--- config.mk ---
export PLATFORM = sky130hd
export DESIGN_NAME = cache_mem_arbiter
export DESIGN_NICKNAME = d
export VERILOG_FILES = /design/src/rtl/cache_pkg.sv /design/src/rtl/cache_mem_arbiter.sv
export SDC_FILE = /design/constraint.sdc
export NUM_CORES = 1
export LEC_CHECK = 0
export BUFFER_PORTS_ARGS = -buffer_cell sky130_fd_sc_hd__buf_2
export CORE_AREA = 2 2 291 293
export DETAILED_ROUTE_END_ITERATION = 6
export DIE_AREA = 0 0 293 295
export GPL_TIMING_DRIVEN = 1
export PLACE_DENSITY_LB_ADDON = 0.1
export SYNTH_ARGS = -nofsm -noshare
export SYNTH_HDL_FRONTEND = slang
export SYNTH_SLANG_ARGS = --single-unit
--- constraint.sdc ---
create_clock -name clk_i -period 2.3 [get_ports clk_i]
set_input_delay 0.345 -clock clk_i [delete_from_list [all_inputs] [get_ports clk_i]]
set_output_delay 0.345 -clock clk_i [all_outputs]
set_load 0.02 [all_outputs]
--- src/rtl/cache_pkg.sv ---
// Shared types and constants for the cache/memory arbiter.
package cache_pkg;

   localparam int LINE_W_DEF = 128;
   localparam int LINE_OFF   = 4;

   typedef enum logic [1:0] {IDLE, BUSY, RESP} arb_state_e;
   typedef enum logic {OWN_IC, OWN_DC} owner_e;

   function automatic logic [31:0] line_align(input logic [31:0] addr);
      return addr & ~((32'd1 << LINE_OFF) - 32'd1);
   endfunction

endpackage

--- src/rtl/cache_mem_arbiter.sv ---
// Shares one main-memory line port between icache refills and dcache refills/writebacks.
//   state | meaning
//   IDLE  | sample requests, round-robin pick on a tie
//   BUSY  | mem_req_o high, waiting for mem_ack_i or watchdog expiry
//   RESP  | one-cycle ack (and err on timeout) to the owner
module cache_mem_arbiter
   import cache_pkg::*;
#(
   parameter int LINE_W  = LINE_W_DEF,
   parameter int TIMEOUT = 1024
) (
   input  logic              clk_i,
   input  logic              rst_ni,
   input  logic              ic_req_i,
   input  logic [31:0]       ic_addr_i,
   output logic              ic_ack_o,
   output logic [LINE_W-1:0] ic_rdata_o,
   output logic              ic_err_o,
   input  logic              dc_req_i,
   input  logic              dc_we_i,
   input  logic [31:0]       dc_addr_i,
   input  logic [LINE_W-1:0] dc_wdata_i,
   output logic              dc_ack_o,
   output logic [LINE_W-1:0] dc_rdata_o,
   output logic              dc_err_o,
   output logic              mem_req_o,
   output logic              mem_we_o,
   output logic [31:0]       mem_addr_o,
   output logic [LINE_W-1:0] mem_wdata_o,
   input  logic              mem_ack_i,
   input  logic [LINE_W-1:0] mem_rdata_i,
   output logic              busy_o
);

   localparam int CNT_W = $clog2(TIMEOUT);
   localparam logic [CNT_W-1:0] CNT_LAST = CNT_W'(TIMEOUT - 1);

   arb_state_e        state_q, state_d;
   owner_e            owner_q, owner_d;
   owner_e            last_q, last_d;
   logic [CNT_W-1:0]  cnt_q, cnt_d;
   logic              mem_req_q, mem_req_d;
   logic              mem_we_q, mem_we_d;
   logic [31:0]       mem_addr_q, mem_addr_d;
   logic [LINE_W-1:0] mem_wdata_q, mem_wdata_d;
   logic              ic_ack_q, ic_ack_d, ic_err_q, ic_err_d;
   logic              dc_ack_q, dc_ack_d, dc_err_q, dc_err_d;
   logic [LINE_W-1:0] ic_rdata_q, ic_rdata_d, dc_rdata_q, dc_rdata_d;
   logic              busy_q, busy_d;
   logic              grant_dc;
   logic              timed_out;
   logic [LINE_W-1:0] line;

   always_comb begin
      state_d     = state_q;
      owner_d     = owner_q;
      last_d      = last_q;
      cnt_d       = cnt_q;
      mem_req_d   = mem_req_q;
      mem_we_d    = mem_we_q;
      mem_addr_d  = mem_addr_q;
      mem_wdata_d = mem_wdata_q;
      ic_ack_d    = 1'b0;
      ic_err_d    = 1'b0;
      dc_ack_d    = 1'b0;
      dc_err_d    = 1'b0;
      ic_rdata_d  = ic_rdata_q;
      dc_rdata_d  = dc_rdata_q;
      busy_d      = busy_q;
      grant_dc    = 1'b0;
      timed_out   = 1'b0;
      line        = '0;

      case (state_q)
         IDLE: begin
            if (ic_req_i || dc_req_i) begin
               // On a tie the requester that was not granted last wins.
               grant_dc    = dc_req_i && (!ic_req_i || last_q == OWN_IC);
               owner_d     = grant_dc ? OWN_DC : OWN_IC;
               last_d      = grant_dc ? OWN_DC : OWN_IC;
               mem_addr_d  = line_align(grant_dc ? dc_addr_i : ic_addr_i);
               mem_we_d    = grant_dc && dc_we_i;
               mem_wdata_d = grant_dc ? dc_wdata_i : '0;
               mem_req_d   = 1'b1;
               busy_d      = 1'b1;
               cnt_d       = '0;
               state_d     = BUSY;
            end
         end
         BUSY: begin
            if (mem_ack_i || cnt_q == CNT_LAST) begin
               // An ack arriving on the last watchdog cycle still counts as success.
               timed_out = !mem_ack_i;
               line      = mem_ack_i ? mem_rdata_i : '0;
               if (owner_q == OWN_DC) begin
                  dc_ack_d   = 1'b1;
                  dc_err_d   = timed_out;
                  dc_rdata_d = line;
               end else begin
                  ic_ack_d   = 1'b1;
                  ic_err_d   = timed_out;
                  ic_rdata_d = line;
               end
               mem_req_d = 1'b0;
               state_d   = RESP;
            end else begin
               cnt_d = cnt_q + CNT_W'(1);
            end
         end
         RESP: begin
            busy_d  = 1'b0;
            state_d = IDLE;
         end
         default: begin
            busy_d    = 1'b0;
            mem_req_d = 1'b0;
            state_d   = IDLE;
         end
      endcase
   end

   always_ff @(posedge clk_i or negedge rst_ni) begin
      if (!rst_ni) begin
         state_q     <= IDLE;
         owner_q     <= OWN_IC;
         last_q      <= OWN_DC;
         cnt_q       <= '0;
         mem_req_q   <= 1'b0;
         mem_we_q    <= 1'b0;
         mem_addr_q  <= '0;
         mem_wdata_q <= '0;
         ic_ack_q    <= 1'b0;
         ic_err_q    <= 1'b0;
         dc_ack_q    <= 1'b0;
         dc_err_q    <= 1'b0;
         ic_rdata_q  <= '0;
         dc_rdata_q  <= '0;
         busy_q      <= 1'b0;
      end else begin
         state_q     <= state_d;
         owner_q     <= owner_d;
         last_q      <= last_d;
         cnt_q       <= cnt_d;
         mem_req_q   <= mem_req_d;
         mem_we_q    <= mem_we_d;
         mem_addr_q  <= mem_addr_d;
         mem_wdata_q <= mem_wdata_d;
         ic_ack_q    <= ic_ack_d;
         ic_err_q    <= ic_err_d;
         dc_ack_q    <= dc_ack_d;
         dc_err_q    <= dc_err_d;
         ic_rdata_q  <= ic_rdata_d;
         dc_rdata_q  <= dc_rdata_d;
         busy_q      <= busy_d;
      end
   end

   assign ic_ack_o    = ic_ack_q;
   assign ic_err_o    = ic_err_q;
   assign ic_rdata_o  = ic_rdata_q;
   assign dc_ack_o    = dc_ack_q;
   assign dc_err_o    = dc_err_q;
   assign dc_rdata_o  = dc_rdata_q;
   assign mem_req_o   = mem_req_q;
   assign mem_we_o    = mem_we_q;
   assign mem_addr_o  = mem_addr_q;
   assign mem_wdata_o = mem_wdata_q;
   assign busy_o      = busy_q;

endmodule

==> flow_summary.json, run 1 <==
{
  "final_nets": 2418,
  "cts_setup_buffers": 0,
  "mostFrequentLayoutCell": "buf_2",
  "cts-buffers-inserted": 53,
  "drive_gt1_share_pct": 41.97,
  "finalHoldViolCount": 0,
  "die_w_um": 293,
  "ys_seq_area_share_pct": 68.96,
  "ctsResizeCount": 0,
  "drtIter0Drc": 528,
  "finalPower_mw": 37.76,
  "worstPathArrival_ns": 2.61,
  "crit_path_top_delay_cell": "or3_4",
  "num_vias": 13551,
  "synth_top_area_share_pct": 68.80,
  "wl_um": 62970,
  "rsz0062_at_grt": "no",
  "num-fill-cells": 8569,
  "vias_per_cell": 4.212,
  "yosysWarnings": 0,
  "syn_area_um2": 15710,
  "synthCells": 1079,
  "endpoint_kind": "flip-flop",
  "cp_max_fo": 51,
  "holdPathEnd": "mem_addr_o[29]",
  "pre_cts_ws_ns": 0.2005,
  "post-route-min-period_ns": 2.130,
  "status": "complete, no violations",
  "p_per_area_nw_per_um2": 1479,
  "synthTopCellsByArea": "dfrtp_1 (69%), a22o_1 (21%), mux2i_1 (1.8%)",
  "p_leak_nw": 12.93,
  "portBuffers": 736,
  "die_area_um2": 86440,
  "clkTransAtPathRegs_ns": 0.06,
  "syn_avg_cell_area_um2": 14.56,
  "r2r_start": "cnt_q[1]",
  "grt_pass1_wl_um": 93900,
  "timing.final.crit_share_pct": 92.59,
  "hold_buffers": 262,
  "synth_cell_types": 43,
  "timing.rr.end": "ic_rdata_o[34]",
  "synth_enable_flop_cells": 0,
  "h-tree-depth": 2,
  "remaining_drc_errors": 0,
  "clk_root_buffer_cell": "clkbuf_16",
  "cp-start-kind": "flip-flop",
  "final_cell_mix": "buf_2 (735), dfrtp_1 (432), a22o_1 (385), dlygate4sd3_1 (262), clkbuf_16 (55)",
  "path_buf_inv": 1,
  "ys_seq_elements": 433,
  "crit_type": "flip-flop to flip-flop",
  "tightest_slew_ns": 0.5877,
  "dp_hpwl_um": 45160,
  "fin_worst_skew_ns": 0.01977,
  "async_flop_share_pct": 100.0,
  "slew_viol_final": 0,
  "io_pins": 749,
  "area_growth_pct": 62.43,
  "r2r_cells": 5,
  "synth_area_leader_cell": "dfrtp_1",
  "ant_nets": 0,
  "antenna_found_initial": 5,
  "grtUsageTotal_pct": 14.03,
  "relSlewSlack_pct": 60.82,
  "rows": 106,
  "overflow": 0,
  "finalSetupTns_ns": 0,
  "place_congestion": 0.7419,
  "die-height_um": 295,
  "maxCapViolCount": 0,
  "crit_path_cell_trace": "ha_1, a41oi_4, or3_4, buf_12, a22o_1",
  "irDropWorstVdd_v": 0.0006058,
  "setup_viol": 0,
  "post_drt_wl_per_cell_um": 19.57,
  "core_area_um2": 83160,
  "cts_tree": "built",
  "grt_pass1_vias": 14689,
  "max_stage_delay_ns": 0.52,
  "cts_buffer_depth": 3,
  "hold_depth": 3,
  "fin_ws_ns": 0.1704,
  "first_pass_iters": 4,
  "min_from": "ic_addr_i[29]",
  "hold_path_class": "input pin to flip-flop",
  "initial_core_util_pct": 18.90,
  "max_freq_mhz": 469.6,
  "crit_required_ns": 2.78,
  "synth-main-ff-cell": "dfrtp_1",
  "r2r_slack_ns": 0.17,
  "insertion_delay_ns": 0.59,
  "clock_sinks": 433,
  "crit_family": "simple AND/OR/NAND/NOR gates",
  "grt_start_max_net_pins": 68
}
[synth_stat cells (2+ instances only)]
library cell	n
nor3_1	3
inv_1	3
a22o_1	385
nor2_1	5
clkbuf_1	55
nor2b_1	2
a21o_1	2
buf_6	13
a21oi_1	3
o21ai_1	31
buf_1	10
buf_2	20
buf_4	4
nand3_1	10
dfrtp_1	432
and3_1	2
o311ai_0	2
nand2_1	39
inv_2	2
a21boi_1	2
o21ai_0	2
a31oi_1	4
mux2i_1	28
[area by class of cell]
type / instances / area (um^2) / share of cell area [%]
well taps: 1080 / 1351 / 5.294
multi-input cells: 542 / 4392 / 17.21
diodes: 2 / 5.005 / 0.01961
inverters: 5 / 18.77 / 0.07353
repair buffers: 1056 / 7039 / 27.58
flip-flops and latches: 433 / 10840 / 42.46
clock buffers: 80 / 1650 / 6.466
clock inverters: 19 / 231.5 / 0.9069
[metrics by stage]
stage / utilization [%] / cells / area [um^2] / hold WS (ns)
after floorplan: - / 1082 / 15730 / 0.04941
after global placement: 25.27 / 2854 / 21020 / 0.3724
after detailed placement: 25.27 / 2854 / 21020 / 0.3757
after CTS: 30.69 / 3215 / 25520 / 0.001461
after global routing: 30.69 / 3216 / 25520 / 0.02016
final: 30.69 / 3217 / 25520 / 0.04538
[how the worst max path moves through the flow]
stage | startpoint | cells after the start | slack [ns] | endpoint
global placement | cnt_q[6] | 5 | 0.22 | ic_rdata_o[95]
global route | cnt_q[1] | 5 | 0.06 | ic_rdata_o[29]
finish | cnt_q[1] | 5 | 0.17 | ic_rdata_o[34]
floorplan | cnt_q[0] | 6 | 0.51 | ic_rdata_o[100]
CTS | cnt_q[6] | 5 | 0.20 | ic_rdata_o[97]
detailed placement | cnt_q[1] | 5 | 0.20 | ic_rdata_o[107]
[sequential cells by signal, indices dropped and copies added, names as in the netlist, 2 cells and up]
signal       flops
ic_rdata_o     128
state_q          2
cnt_q           10
mem_addr_o      28
dc_rdata_o     128
mem_wdata_o    128
[worst min-delay path: cells and delay by family]
family	cells	cell delay, ns
AO/OA/AOI/OAI	1	0.11
buffers and inverters	1	0.07
multiplexers	1	0.06
[power by group]
group	internal, mW	total (mW)	switching, mW
clock	5.49	8.86	3.37
combinational	6.15	15.8	9.65
sequential	11.1	13.1	1.97
total	22.8	37.8	15.0
[per-layer routing]
layer | GRT usage, % | up-vias | wire length, um
met5 | 0 | - | 0
met4 | 3.927 | 0 | 1468
met3 | 4.105 | 76 | 4686
met2 | 24.33 | 535 | 31160
met1 | 16.86 | 6792 | 25650
li1 | - | 6148 | -
[logic make-up after synthesis]
family | share of synthesized area (%)
flops | 68.96
mux | 1.784
other cells | 0.02386
fa+ha+maj | 0.07961
compound gates | 23.70
simple gates | 2.023
buf+inv | 3.432
Note: power is estimated with default switching activity, not from simulation.
==> inputs of run 2 (changes only) <==
--- a/config.mk
+++ b/config.mk
@@ -5,10 +5,11 @@
 export SDC_FILE = /design/constraint.sdc
 export NUM_CORES = 1
 export LEC_CHECK = 0
+export ABC_AREA = 1
 export BUFFER_PORTS_ARGS = -buffer_cell sky130_fd_sc_hd__buf_2
-export CORE_AREA = 2 2 291 293
+export CORE_AREA = 2 2 295 297
 export DETAILED_ROUTE_END_ITERATION = 6
-export DIE_AREA = 0 0 293 295
+export DIE_AREA = 0 0 297 299
 export GPL_TIMING_DRIVEN = 1
 export PLACE_DENSITY_LB_ADDON = 0.1
 export SYNTH_ARGS = -nofsm -noshare
==> run 2 against run 1 <==
- non-clock buffer count decreased by 91
- critical path type unchanged
- via count increased by 16%
- final area increased by 2.4%
- largest power group unchanged
- routed wire length increased by 7.0%
- maximum frequency increased by 10%
- register-to-register slack improved by 0.20 ns
==> flow_summary.json, run 2 <==
{
  "cts_buffer_depth": 3,
  "grt_pass1_vias": 16471,
  "hold_path_class": "input pin to flip-flop",
  "switchingPower_mw": 15.49,
  "worstPathArrival_ns": 2.40,
  "p_int_mw": 20.63,
  "area_growth_pct": 46.76,
  "final_util_pct": 30.41,
  "muxShareOfSynthArea_pct": 0.05621,
  "cts-buffers-inserted": 53,
  "post-route-min-period_ns": 1.927,
  "initial_core_util_pct": 20.72,
  "endpoint_kind": "flip-flop",
  "cp-start-kind": "flip-flop",
  "power.share.clock_pct": 22.6,
  "synthTopCellsByArea": "dfrtp_1 (61%), nand2_1 (15%), o21ai_2 (9.3%)",
  "syn_area_um2": 17810,
  "crit_type": "flip-flop to flip-flop",
  "pwr-share-seq_pct": 34.8,
  "max_stage_delay_ns": 0.38,
  "synth_xor_area_share_pct": 0.09836,
  "final_nets": 3032,
  "final_cell_mix": "buf_2 (734), nand2_1 (719), dfrtp_1 (432), o21ai_2 (190), dlygate4sd3_1 (165)",
  "antenna_found_initial": 12,
  "crit_top_cell": "nand2_1",
  "mostFrequentLayoutCell": "buf_2",
  "p_leak_nw": 13.80,
  "wl_um": 67410,
  "post_drt_wl_per_cell_um": 17.29,
  "relSlewSlack_pct": 45.44,
  "num-fill-cells": 9251,
  "ys_top_cells_by_count": "nand2_1 (719), dfrtp_1 (432), o21ai_2 (190)",
  "synthCells": 1811,
  "p_per_area_nw_per_um2": 1382,
  "grtUsageTotal_pct": 14.81,
  "synth_enable_flop_cells": 0,
  "num_vias": 15764,
  "synth_compound_area_share_pct": 12.97,
  "crit_path_top_delay_cell": "dfrtp_1",
  "path_buf_inv": 2,
  "die_area_um2": 88800,
  "tightest_slew_ns": 0.8184,
  "die-height_um": 299,
  "remaining_drc_errors": 0,
  "rows": 108,
  "synthSimpleGateAreaFrac_pct": 20.42,
  "h-tree-depth": 2,
  "die_w_um": 297,
  "clk_root_buffer_cell": "clkbuf_16",
  "crit_family": "simple AND/OR/NAND/NOR gates",
  "synth_top_family_by_area": "simple AND/OR/NAND/NOR gates",
  "yosysWarnings": 0,
  "max_freq_mhz": 518.8,
  "cp_max_fo": 23,
  "grt_pass1_wl_um": 102800,
  "ant_nets": 0,
  "status": "complete, no violations",
  "fin_worst_skew_ns": 0.02335,
  "power_frac_comb_pct": 42.6,
  "crit_required_ns": 2.77,
  "finalSetupTns_ns": 0,
  "synth_top_area_share_pct": 60.70,
  "setup_viol": 0,
  "dp_hpwl_um": 48790,
  "syn_avg_cell_area_um2": 9.833,
  "ys_seq_elements": 433,
  "dpl.cell_count": 3638,
  "rsz0062_at_grt": "no",
  "portBuffers": 736,
  "synth_fa_ha_area_share_pct": 0.07026,
  "overflow": 0,
  "synth-main-ff-cell": "dfrtp_1",
  "synth_area_leader_cell": "dfrtp_1",
  "drive_gt1_share_pct": 39.45,
  "yosysMostFrequentCell": "nand2_1",
  "cts_tree": "built",
  "drtIter0Drc": 780,
  "io_pins": 749,
  "first_pass_iters": 4,
  "place_congestion": 0.7817,
  "slew_viol_final": 0,
  "insertion_delay_ns": 0.59,
  "vias_per_cell": 4.044,
  "crit_path_cell_trace": "ha_1, nand2_1, nor2_2, nand3_2, nand2_4, nand3_4, buf_12, buf_4, nand2_1, o21ai_2",
  "timing.final.crit_share_pct": 83.80,
  "irDropWorstVdd_v": 0.0005598,
  "synth_cell_types": 29,
  "grt_start_max_net_pins": 120,
  "finalHoldViolCount": 0,
  "fin_cells": 3898,
  "async_flop_share_pct": 100.0,
  "swShare_pct": 42.88,
  "clkTransAtPathRegs_ns": 0.06,
  "ys_seq_area_share_pct": 60.85,
  "core_area_um2": 85940,
  "clock_sinks": 433,
  "maxCapViolCount": 0
}
[run 2: cell count changes in the layout (fill, tap and decap cells not counted), sizes merged, moves of 6 or more]
cell         delta
a22o          -385
buf             +6
dlygate4sd3    -97
inv            +15
mux2i          -27
nand2         +682
nand3         +130
nor2           +37
o21ai         +285
[run 2: metal layers]
metal | track usage [%] | vias to the layer above | wire length, um
met5 | 0 | - | 100
met2 | 24.73 | 531 | 32040
met3 | 5.278 | 121 | 5506
li1 | - | 7654 | -
met4 | 4.509 | 18 | 1925
met1 | 17.84 | 7440 | 27840
[run 2: area by class of cell]
class	count	area, um^2	area share, %
Clock buffer	76	1533	5.864
Inverter	19	76.32	0.2920
Timing Repair Buffer	965	6095	23.32
Sequential cell	433	10840	41.46
Tap cell	1155	1445	5.529
Multi-Input combinational cell	1233	6002	22.96
Antenna cell	3	7.507	0.02872
Clock inverter	14	141.4	0.5410
[run 2: worst paths after layout]
path / slack [ns] / to / start / cells past startpoint
min in group asynchronous: 0.25 / dc_rdata_o[111] / rst_ni / 2
hold reg to reg: 0.47 / mem_req_o / mem_req_o / 2
setup / recovery: 0.37 / dc_rdata_o[81] / cnt_q[1] / 10
hold / removal: 0.04 / mem_wdata_o[14] / dc_wdata_i[14] / 3
setup reg to reg: 0.37 / dc_rdata_o[81] / cnt_q[1] / 10
max in group asynchronous: 1.17 / dc_rdata_o[110] / rst_ni / 3
[run 2: kinds of logic after synthesis]
kind of cell             after synthesis
other                                  1
adder cells (fa/ha/maj)                1
AO/OA/AOI/OAI                        319
AND/OR/NAND/NOR                      906
multiplexers                           1
XOR/XNOR                               2
buffers and inverters                148
flip-flops                           433
[run 2: stage by stage]
step	hold slack [ns]	instance area [um^2]	worst slack, ns	power, mW
6_report	0.04187	26140	0.3726	36.12
4_1_cts	0.00005418	26100	0.1052	36.82
3_3_place_gp	0.2657	22770	0.1322	27.99
5_1_grt	0.008771	26130	0.1724	38.65
3_5_place_dp	0.2634	22770	0.09955	28.09
2_1_floorplan	0.04941	17820	0.6672	21.88
[run 2: worst reg2reg max path, stage by stage (launching register included)]
cell     delay, ns
dfrtp_1       0.38
ha_1          0.18
nand2_1       0.10
nor2_2        0.19
nand3_2       0.14
nand2_4       0.11
nand3_4       0.09
buf_12        0.19
buf_4         0.28
nand2_1       0.11
o21ai_2       0.05
[run 2: power by group through the flow]
| stage | clock, mW | combinational, mW | sequential, mW |
|---|---|---|---|
| after CTS | 8.54 | 15.7 | 12.6 |
| after detailed placement | 0 | 15.5 | 12.6 |
| after floorplan | 0 | 5.34 | 16.5 |
| after global routing | 8.83 | 16.8 | 13.0 |
| final | 8.16 | 15.4 | 12.6 |
| after global placement | 0 | 15.4 | 12.6 |
[run 2: timing repair]
item	4_1_cts	5_1_grt
endpoints found under the hold margin	228	0
resized for setup	0	1
buffers inserted	0	2
hold buffers	165	0
setup endpoints to repair	0	20
